**src/rtl/keccak_theta_dgen_if.sv**
```systemverilog
// Lane stream in / theta D stream out for keccak_theta_dgen.
// master drives lanes and consumes D; slave is the generator itself.
interface keccak_theta_dgen_if #(
   parameter int unsigned LANE_W = 64
);
   logic              clear;
   logic              in_valid;
   logic              in_ready;
   logic [LANE_W-1:0] in_lane;
   logic              out_valid;
   logic              out_ready;
   logic [LANE_W-1:0] out_d;
   logic [2:0]        out_x;
   logic              out_last;

   modport master (
      output clear, in_valid, in_lane, out_ready,
      input  in_ready, out_valid, out_d, out_x, out_last
   );

   modport slave (
      input  clear, in_valid, in_lane, out_ready,
      output in_ready, out_valid, out_d, out_x, out_last
   );
endinterface

```
**src/rtl/keccak_theta_dgen.sv**
```systemverilog
// Streaming Keccak theta D-lane generator.
// Accumulates column parities C[x] from 25 lanes (x fastest), then emits
// D[x] = C[x-1] ^ rotl1(C[x+1]) for x = 0..4. A second parity bank holds
// the emitted state so the next state can accumulate during the burst.
module keccak_theta_dgen #(
   parameter int unsigned LANE_W = 64
) (
   input logic              clk,
   input logic              rst_n,
   keccak_theta_dgen_if.slave bus
);

   typedef enum logic {
      IDLE,
      EMIT
   } state_t;

   state_t            state;
   state_t            state_nxt;
   logic [2:0]        x_cnt;
   logic [2:0]        y_cnt;
   logic [2:0]        e_cnt;
   logic [LANE_W-1:0] acc [5];
   logic [LANE_W-1:0] emb [5];
   logic              busy;
   logic              accept;
   logic              last_lane;
   logic              fire;
   logic [2:0]        lo_idx;
   logic [2:0]        hi_idx;
   logic [LANE_W-1:0] c_lo;
   logic [LANE_W-1:0] c_hi;

   assign busy      = (state == EMIT);
   // Only the 25th lane can stall, and only while the emit bank is still draining.
   assign bus.in_ready = !((x_cnt == 3'd4) && (y_cnt == 3'd4) && busy);
   assign accept    = bus.in_valid && bus.in_ready;
   assign last_lane = accept && (x_cnt == 3'd4) && (y_cnt == 3'd4);
   assign fire      = busy && bus.out_ready;

   // Emission state register
   always_ff @(posedge clk or negedge rst_n) begin
      if (!rst_n) begin
         state <= IDLE;
      end else begin
         state <= state_nxt;
      end
   end

   // Next emission state: clear aborts, 25th lane starts a burst, x=4 beat ends it
   always_comb begin
      state_nxt = state;
      if (bus.clear) begin
         state_nxt = IDLE;
      end else if (last_lane) begin
         state_nxt = EMIT;
      end else if (fire && (e_cnt == 3'd4)) begin
         state_nxt = IDLE;
      end
   end

   // Lane position counters (x fastest, then y)
   always_ff @(posedge clk or negedge rst_n) begin
      if (!rst_n) begin
         x_cnt <= '0;
         y_cnt <= '0;
      end else if (bus.clear) begin
         x_cnt <= '0;
         y_cnt <= '0;
      end else if (accept) begin
         if (x_cnt == 3'd4) begin
            x_cnt <= '0;
            y_cnt <= (y_cnt == 3'd4) ? 3'd0 : y_cnt + 3'd1;
         end else begin
            x_cnt <= x_cnt + 3'd1;
         end
      end
   end

   // Emission beat counter
   always_ff @(posedge clk or negedge rst_n) begin
      if (!rst_n) begin
         e_cnt <= '0;
      end else if (bus.clear || last_lane) begin
         e_cnt <= '0;
      end else if (fire) begin
         e_cnt <= (e_cnt == 3'd4) ? 3'd0 : e_cnt + 3'd1;
      end
   end

   // Parity banks: y==0 overwrites so stale data after clear is harmless;
   // the 25th lane is folded straight into the emit bank on its accept edge.
   always_ff @(posedge clk or negedge rst_n) begin
      if (!rst_n) begin
         for (int unsigned i = 0; i < 5; i++) begin
            acc[i] <= '0;
            emb[i] <= '0;
         end
      end else if (!bus.clear) begin
         if (accept) begin
            for (int unsigned i = 0; i < 5; i++) begin
               if (x_cnt == 3'(i)) begin
                  acc[i] <= (y_cnt == 3'd0) ? bus.in_lane : (acc[i] ^ bus.in_lane);
               end
            end
         end
         if (last_lane) begin
            for (int unsigned i = 0; i < 5; i++) begin
               emb[i] <= (i == 4) ? (acc[i] ^ bus.in_lane) : acc[i];
            end
         end
      end
   end

   // D lane for the current beat, from neighbours x-1 and x+1 (mod 5)
   always_comb begin
      lo_idx = (e_cnt == 3'd0) ? 3'd4 : e_cnt - 3'd1;
      hi_idx = (e_cnt == 3'd4) ? 3'd0 : e_cnt + 3'd1;
      c_lo   = '0;
      c_hi   = '0;
      for (int unsigned i = 0; i < 5; i++) begin
         if (lo_idx == 3'(i)) c_lo = emb[i];
         if (hi_idx == 3'(i)) c_hi = emb[i];
      end
      bus.out_d = busy ? (c_lo ^ {c_hi[LANE_W-2:0], c_hi[LANE_W-1]}) : '0;
   end

   assign bus.out_valid = busy;
   assign bus.out_x     = e_cnt;
   assign bus.out_last  = (e_cnt == 3'd4);

endmodule

```
**src/flat_wrapper.sv**
```systemverilog
// flat-port wrapper written by rule: the top's interface ports become plain ports
module keccak_theta_dgen_flat 
#(
   parameter int unsigned LANE_W = 64
)
  (clk, rst_n, bus_clear, bus_in_valid, bus_in_lane, bus_out_ready, bus_in_ready, bus_out_valid, bus_out_d, bus_out_x, bus_out_last);
  keccak_theta_dgen_if #(.LANE_W(LANE_W)) bus_i ();
  input logic clk;
  input logic rst_n;
  input wire logic [$bits(bus_i.clear)-1:0] bus_clear;
  input wire logic [$bits(bus_i.in_valid)-1:0] bus_in_valid;
  input wire logic [$bits(bus_i.in_lane)-1:0] bus_in_lane;
  input wire logic [$bits(bus_i.out_ready)-1:0] bus_out_ready;
  output wire logic [$bits(bus_i.in_ready)-1:0] bus_in_ready;
  output wire logic [$bits(bus_i.out_valid)-1:0] bus_out_valid;
  output wire logic [$bits(bus_i.out_d)-1:0] bus_out_d;
  output wire logic [$bits(bus_i.out_x)-1:0] bus_out_x;
  output wire logic [$bits(bus_i.out_last)-1:0] bus_out_last;
  assign bus_i.clear = bus_clear;
  assign bus_i.in_valid = bus_in_valid;
  assign bus_i.in_lane = bus_in_lane;
  assign bus_i.out_ready = bus_out_ready;
  assign bus_in_ready = bus_i.in_ready;
  assign bus_out_valid = bus_i.out_valid;
  assign bus_out_d = bus_i.out_d;
  assign bus_out_x = bus_i.out_x;
  assign bus_out_last = bus_i.out_last;
  keccak_theta_dgen #(.LANE_W(LANE_W)) u_core (.clk(clk), .rst_n(rst_n), .bus(bus_i));
endmodule
```
**config.mk**
```make
export PLATFORM = sky130hd
export DESIGN_NAME = keccak_theta_dgen_flat
export DESIGN_NICKNAME = d
export VERILOG_FILES = /design/src/rtl/keccak_theta_dgen_if.sv /design/src/rtl/keccak_theta_dgen.sv /design/src/flat_wrapper.sv
export SDC_FILE = /design/constraint.sdc
export NUM_CORES = 2
export LEC_CHECK = 0
export ABC_AREA = 1
export BUFFER_PORTS_ARGS = -buffer_cell sky130_fd_sc_hd__buf_2
export CORE_MARGIN = 4
export CORE_UTILIZATION = 40
export DETAILED_ROUTE_END_ITERATION = 10
export GPL_ROUTABILITY_DRIVEN = 0
export PLACE_DENSITY = 0.62
export SLEW_MARGIN = 20
export SYNTH_ARGS = -nofsm -noshare
export SYNTH_HDL_FRONTEND = slang
export SYNTH_SLANG_ARGS = --single-unit
```
**constraint.sdc**
```tcl
create_clock -name clk -period 2.7 [get_ports clk]
set_input_delay 0.27 -clock clk [delete_from_list [all_inputs] [get_ports clk]]
set_output_delay 0.27 -clock clk [all_outputs]
set_load 0.01 [all_outputs]
```
==> metrics.txt <==
synthesized instance count between 4000 and 5000; CP required 2.43 ns; worst setup margin -0.574 ns; row count 106; Nets slightly below 5000; Placed Area roughly 37000 um2; vias 30600; antenna cell count 0; area delta synth->final 26.7%; internal power 19.7 mW; crit-path max FO 5; share of the synthesized area in the top cell type 48.1%; setup TNS -32.12 ns; die extent in x 299 um; Worst slew margin 29.8%; vias per cell around 5; CP delay by family, top buffers and inverters; residual DRC count 0; share of layout cells above drive strength 1 16.1%; Fillers 7833; CP most frequent cell nand2_1; synthesized area per cell between 7 and 8 um2; Crit Path Class reg2out; Flop pwr share a little under half; final setup violation count 64; pre-CTS WS -0.0795 ns; die area 89300 um2; CTS Buffer Depth 3; gr usage total 24.5%; area leader, netlist dfrtp_1; Static Leak 21.9 nW; Worst setup EP type primary output; WL/cell 18.7 um; clock tree from TritonCTS done; Mapped Area 33800 um2; final slew viol count 0; initial antenna violation count 1; Clock Skew 0.0346 ns; worst slew pin tran 1.05 ns; Period minus WS final 3.27 ns; pwr dens roughly 640 nW/um2; number of buffers added on ports 138; fin area 42800 um2; Pwr Total 27.3 mW; max-cap violations 0; clock sinks 650; Sequential cell area between 15000 and 20000 um2; status finished, violations left; Sw Share 28.0%; drt pass-1 iters 6; crit-path cells inv_2, ha_4, inv_2, nand2_2, nand3_4, buf_6, nor2_4, buf_6, buf_4, buf_12, nand3_1, nand2_1, nand2_1, nand2_1, nand2_2, nand3_2, nand2_1, nor2_1, buf_4, buf_6; largest net degree at the start of global routing 79; Peak Freq 0.305 GHz; die height 299 um; CP max-delay cell dfrtp_1; final WL approximately 110000 um; vias in the first global route 29700; crit-path max cell delay 0.40 ns; Clk Latency, worst-skew pair 0.64 ns; Root Buffer clkbuf_16; Worst Hold Class in2reg; critical path arrival approximately 3.0 ns; Top Ports between 100 and 150; Initial Util 40.4%; Post-DP HPWL between 60000 and 70000 um; area of the multi-input gates 16300 um2; failing checks setup timing; DR iter-0 viols 2782; Reg clk slew, reported paths 0.06 ns; CTS Buf Count 74; P_sw 7.64 mW; Antenna Nets Post-Route 0; first-pass GRT wire length 174000 um; H-tree lvl count 3; GRT overflow 0; dominant cells by area after synthesis dfrtp_1, nand2_1, nor2_1; Logic pwr share 16.1%; Fin. Hold Viols 0; Core Region about 84000 um2; period utilization 121%; CP bufs+invs 8; Worst IR Drop VDD 0.000483 V; synthesized flop and latch total 650; post-synthesis net count 4596; YS warnings 0; synth unique cells 30; clock share of power 37.4%; post-synthesis sequential area ratio 48.1%; startpoint types register; RSZ-0062 raised after global routing yes
==> kinds of logic (layout without fill, tap and decap cells) <==
kind of cell	Yosys count	after routing	share of synthesized area [%]
buffers and inverters	516	871	6.40
AND/OR/NAND/NOR	2570	2570	29.9
flip-flops	650	650	48.1
AO/OA/AOI/OAI	445	445	6.83
adder cells (fa/ha/maj)	13	13	0.481
XOR/XNOR	320	320	8.29
==> synth_stat cells <==
master	number
nand3_2	6
nand4_1	4
nand3_4	1
nor2_1	579
nor2_2	5
xor2_1	123
buf_6	1
nor2_4	2
xnor2_1	197
buf_1	7
o21ai_1	28
or2_2	7
inv_1	253
dfrtp_1	650
clkbuf_1	90
a21oi_1	145
o22ai_1	2
or2_0	6
o21ai_0	206
buf_4	9
nor3_1	2
nand2_1	1703
buf_2	149
ha_1	13
nand3_1	251
a31oi_1	64
nand4_2	3
nand2_2	1
clkinv_1	1
inv_2	6
==> cells in the final DEF (no fill, tap or decap), types with 37 or more instances in the layout <==
cell and n:
a21oi_1 125, a31oi_1 64, buf_12 101, buf_2 128, buf_4 117, clkbuf_16 83
dfrtp_1 649, dlygate4sd3_1 66, inv_1 246, nand2_1 1622, nand2_2 75, nand3_1 195
nand3_2 57, nor2_1 532, nor2_2 38, o21ai_0 192, o21ai_1 37, xnor2_1 197
xor2_1 123
==> sequential cells by signal, indices dropped and copies added (netlist names) <==
signal	cells
u_core.acc	320
u_core.emb	320
u_core.bus.out_x	3
u_core.x_cnt	3
u_core.y_cnt	3
u_core.bus.out_valid	1
==> metrics by stage <==
step                      utilization [%]  cells  hold WS, ns
final                                51.2   6003       0.0513
after global routing                 51.2   6003       0.0337
after CTS                            50.3   5983      0.00926
after detailed placement             44.7   5727        0.315
after global placement               44.7   5727        0.317
after floorplan                         -   4514      -0.0256
==> routing by layer <==
layer / vias up / track usage, % / wire length [um]
met5: - / 0 / 0
met4: 0 / 7.44 / 3130
met3: 214 / 4.50 / 8300
met2: 1057 / 38.2 / 50400
met1: 14700 / 34.9 / 50300
li1: 14600 / - / -
==> power by group through the flow <==
stage / combinational [mW] / clock, mW / sequential, mW
detailed placement: 4.30 / 0 / 12.8
floorplan: 3.34 / 0 / 12.6
CTS: 4.43 / 10.4 / 12.7
global route: 5.01 / 10.8 / 12.9
finish: 4.40 / 10.2 / 12.7
global placement: 4.18 / 0 / 12.8
==> worst min-delay path: stages <==
cell and delay (ns):
buf_2 0.17, nand2_1 0.08, nand2_1 0.06, a21oi_1 0.06
==> final timing paths <==
check / endpoint / from / cells after the start / slack [ns]
worst min-delay path: u_core.bus.out_valid$_DFFE_PN0P_ / bus_out_ready / 4 / 0.05
worst max register to register: u_core.acc[273]$_DFFE_PN0P_ / u_core.y_cnt[0]$_DFFE_PN0P_ / 13 / 0.21
worst min register to register: u_core.emb[105]$_DFFE_PN0P_ / u_core.acc[105]$_DFFE_PN0P_ / 2 / 0.47
max in group asynchronous: u_core.acc[110]$_DFFE_PN0P_ / rst_n / 3 / 1.43
worst max-delay path: bus_out_d[0] / u_core.bus.out_x[0]$_DFFE_PN0P_ / 20 / -0.57
min in group asynchronous: u_core.emb[1]$_DFFE_PN0P_ / rst_n / 2 / 0.26
==> layout make-up <==
cell class                 instances  area share [%]
inverter                         260            2.32
timing repair buffer             478            12.5
tap                             1134            3.31
sequential                       650            38.0
multi-input combinational       3348            38.1
clock inverter                    21           0.546
clock buffer                     112            5.17
==> what timing repair did <==
action	in CTS	in global routing
setup buffers	39	17
hold endpoints to repair	147	0
pin swaps	46	68
endpoints found under the setup margin	64	96
gates resized for setup	207	132
cloned	18	7
hold buffers	66	0
Power figures use the tool's default switching activity.
